[config.mk]
export PLATFORM = sky130hd
export DESIGN_NAME = swc
export DESIGN_NICKNAME = d
export VERILOG_FILES = /design/src/rtl/swc.sv
export SDC_FILE = /design/constraint.sdc
export NUM_CORES = 1
export LEC_CHECK = 0
export BUFFER_PORTS_ARGS = -buffer_cell sky130_fd_sc_hd__buf_2
export CAP_MARGIN = 20
export CORE_UTILIZATION = 36
export DETAILED_ROUTE_END_ITERATION = 12
export GPL_ROUTABILITY_DRIVEN = 0
export RECOVER_POWER = 50
export SLEW_MARGIN = 0
export SYNTH_ARGS = -nofsm -noshare
export SYNTH_HDL_FRONTEND = slang
export SYNTH_SLANG_ARGS = --single-unit
[constraint.sdc]
create_clock -name clock -period 2.88 [get_ports clock]
set_input_delay 0.144 -clock clock [delete_from_list [all_inputs] [get_ports clock]]
set_output_delay 0.144 -clock clock [all_outputs]
set_load 0.01 [all_outputs]
[src/rtl/swc.sv]
// swc: instruction-driven 24-bit up/down counter with automatic stop at zero
`ifndef Swc_NOP
`define Swc_NOP 4'h0
`define Swc_LD0 4'h1
`define Swc_LD1 4'h2
`define Swc_LD2 4'h3
`define Swc_COU 4'h4
`define Swc_COD 4'h5
`define Swc_CCU 4'h6
`define Swc_CCD 4'h7
`define Swc_CCS 4'h8
`endif
module swc (
    input  logic        clock,
    input  logic        reset,
    input  logic [11:0] inst,
    input  logic        inst_en,
    output logic [23:0] counter,
    output logic        ready
);
    typedef enum logic [1:0] {READY, COUNT_UP, COUNT_DOWN, ERROR} state_t;
    state_t state, state_nx;
    logic [23:0] counter_nx, inc, dec;
    assign inc = counter + 24'd1;
    assign dec = counter - 24'd1;
    always_ff @(posedge clock) begin
        if (reset) begin
            state   <= READY;
            counter <= 24'h000000;
            ready   <= 1'b1;
        end else begin
            state   <= state_nx;
            counter <= counter_nx;
            ready   <= state_nx != ERROR;
        end
    end
    always_comb begin
        counter_nx = counter;
        state_nx   = state;
        if (state != ERROR && inst_en) begin
            state_nx = READY;
            case (inst[11:8])
                `Swc_NOP, `Swc_CCS: ;
                `Swc_LD0: counter_nx[7:0]   = inst[7:0];
                `Swc_LD1: counter_nx[15:8]  = inst[7:0];
                `Swc_LD2: counter_nx[23:16] = inst[7:0];
                `Swc_COU: counter_nx = inc;
                `Swc_COD: counter_nx = dec;
                `Swc_CCU: begin
                    counter_nx = inc;
                    state_nx   = COUNT_UP;
                end
                `Swc_CCD: begin
                    counter_nx = dec;
                    state_nx   = COUNT_DOWN;
                end
                default: state_nx = ERROR;
            endcase
        end else if (state == COUNT_UP) begin
            counter_nx = inc;
            state_nx   = inc == 24'h0 ? READY : COUNT_UP;
        end else if (state == COUNT_DOWN) begin
            counter_nx = dec;
            state_nx   = dec == 24'h0 ? READY : COUNT_DOWN;
        end
    end
endmodule

==> qor.csv <==
metric,value,unit
IO Pins,40,
vias in the first global route,4032,
CTS buffer count,3,
First-pass DRT Iterations,8,
site row count,35,
Critical Path RT,3070,ps
Post-synth EDFFs,0,
Hold Path Origin,inst[0],
diode count,0,
Pint,863,uW
DIE HEIGHT,101,um
switching power,798,uW
post-route total power,1.66,mW
layout cells sized above 1,12.0,%
die width,101,um
RR Startpoint,counter[0]$_SDFFE_PP0P_,
critical path endpoint category,flop,
"Seq/Total Area, Yosys",15.5,%
CTS tree,yes,
maximum capacitance violations,0,
Net Sw Frac,48.0,%
Cells after Synth,518,
initial antenna violation count,0,
Final Max Tran Viols,0,
Lkg Pwr,1.38,nW
"commonest non-fill, non-tap cells in the layout","nand2_1 (62), a21oi_1 (34), nor2_1 (31)",
global-route wire length before repair,22.4,mm
CTS sink cnt,27,
Clk pwr share,14.8,%
largest net degree at the start of global routing,23,
I/O Buffers,39,
R2R cell count,9,
Final min period,2590,ps
Setup-failing EPs final,0,
Worst EP arrival,2780,ps
Post-DRT Antenna Nets,0,
Peak VDD IR,0.000233,V
Starting DRT DRC Count,502,
skew final,7.33,ps
final WL,14.2,mm
Comb pwr share,53.6,%
global route total overflow,0,
post-CTS setup buffers,0,
syn avg cell area,6.75,um^2
power density over the cells,429,mW/mm^2
"CTS clk-pin slew, worst paths",110,ps
pre-CTS setup slack,373,ps
filler-free cell count of the finished design,670,
Peak Freq,387,MHz
status,finished clean,
"Net Count, Synth",536,
Via density,6.66,
clock root buffer,clkbuf_8,
crit path max fanout,12,
Initial Util,37.5,%
min-delay worst type,input port to flop,
GRT Overall Usage,28.7,%
unrepaired setup endpoints after global routing,false,
placed inst area,0.00387,mm^2
dpl cells,666,
core area,0.00933,mm^2
R2R Path End,state[1]$_SDFF_PP0_,
Seq pwr share,31.6,%
hold depth,3,
Worst-Margin Slew,766,ps
Final Hold Viols,0,
Longest Clk Path Bufs,2,
"Top FF cell, synth",dfxtp_1,
Seq cells post-synth,27,
DRC,0,
Post-Syn Area,0.00350,mm^2
"commonest non-fill, non-tap cell in the layout",nand2_1,
Post-Layout Inst Area,0.00387,mm^2
CTS-repair resized insts,0,
Final WS setup,293,ps
Total Neg Setup Slack,0,ps
WL per Instance,21.2,um
Layout area overhead,10.7,%
Die ar.,0.0101,mm^2
worst reg2reg setup slack,290,ps
"Warnings, synthesis",0,
"Hold-fix buffers, CTS",0,
routed vias,4462,
hold endpoint,counter[0]$_SDFFE_PP0P_,
nets,560,
library cells used by synthesis,74,
critical path type,flop to flop,
ys async rst share,0,%
# H-tree levels,1,
Clock Latency Late Sink,290,ps
dpl hpwl,10.6,mm
startpoint types,flop,
relative slew slack,48.9,%
final worst-path cycle share,89.8,%
==> critical path, cell delays in order (launching register included) <==
cell and delay, ps:
dfxtp_1 350, buf_4 180, inv_1 60, ha_1 250, nor4b_1 400, nand4_1 190, buf_4 210, nor4b_1 370
xor2_1 150, o31a_1 320
==> flip-flops by register name, indices dropped and copies added (netlist names) <==
signal / flops
counter: 24
ready: 1
state: 2
==> area by class of cell <==
type	instances	area [um^2]
sequential	27	541
multi-input combinational	429	2710
tap	129	161
fill	1004	5460
inverter	12	45.0
clock buffer	3	41.3
clock inverter	1	5.00
timing repair buffer	69	372
==> per-stage QoR <==
step                      utilization, %  hold slack (ps)
after floorplan                        -              309
after global placement              41.5              453
after detailed placement            41.5              459
after CTS                           42.0              153
after global routing                41.5              157
final                               41.5              152
==> synthesized netlist by cell type (all sizes together) (3+ instances only) <==
master,n,share of area (%)
a221oi,5,1.3
o21a,7,1.5
nand2,62,6.7
dfxtp,27,15
or4,7,1.7
nor4b,3,0.75
a21boi,3,0.64
or3,6,1.1
and4,8,2.0
nand4,18,3.4
and3,8,1.4
a21oi,35,5.1
nor2b,3,0.54
nand4b,3,0.75
and2,7,1.3
a211oi,9,1.9
a31oi,15,2.7
clkbuf,37,4.0
buf,13,1.9
a211o,4,1.0
o21ai,32,4.6
inv,10,1.1
nor2,32,3.5
nand3,26,3.7
a311oi,3,0.75
xor2,9,2.3
a21o,4,0.86
nor4,13,2.9
o211ai,6,1.3
ha,3,1.1
o221ai,5,1.3
o31ai,5,1.6
xnor2,14,3.5
nor3,21,3.1
mux2i,12,3.4
a22o,3,0.75
nand2b,6,1.1
o22ai,5,0.89
==> metal layers <==
metal | global-route usage (%) | up-vias | wire length (um)
li1 | - | 2016 | -
met2 | 43.7 | 319 | 6190
met1 | 38.5 | 2055 | 5780
met5 | 0 | - | 0
met3 | 4.79 | 72 | 1480
met4 | 15.3 | 0 | 761
==> power by group through the flow <==
stage	registers, mW	clock network [mW]	logic, mW
CTS	0.520	0.252	0.884
global placement	0.526	0	0.877
finish	0.525	0.246	0.890
global route	0.536	0.262	0.960
detailed placement	0.528	0	0.879
floorplan	0.478	0	0.640
==> worst max-delay path by stage <==
stage                            startpoint                  endpoint  depth (start not counted)
finish              counter[0]$_SDFFE_PP0P_       state[1]$_SDFF_PP0_                          9
global route        counter[0]$_SDFFE_PP0P_  counter[20]$_SDFFE_PP0P_                         10
CTS                 counter[3]$_SDFFE_PP0P_       state[0]$_SDFF_PP0_                          6
detailed placement  counter[3]$_SDFFE_PP0P_       state[0]$_SDFF_PP0_                          6
global placement    counter[0]$_SDFFE_PP0P_  counter[20]$_SDFFE_PP0P_                         10
floorplan           counter[0]$_SDFFE_PP0P_  counter[10]$_SDFFE_PP0P_                          9
==> logic make-up after synthesis <==
kind of cell	synth area share (%)
AOI/OAI and AO/OA	31.5
xor gates and xnor gates	5.76
adders and majority gates	1.07
buffers and inverters	7.19
DFF	15.5
muxes	3.76
and+or+nand+nor	35.2
No activity file was read; power rests on OpenSTA's default activity.
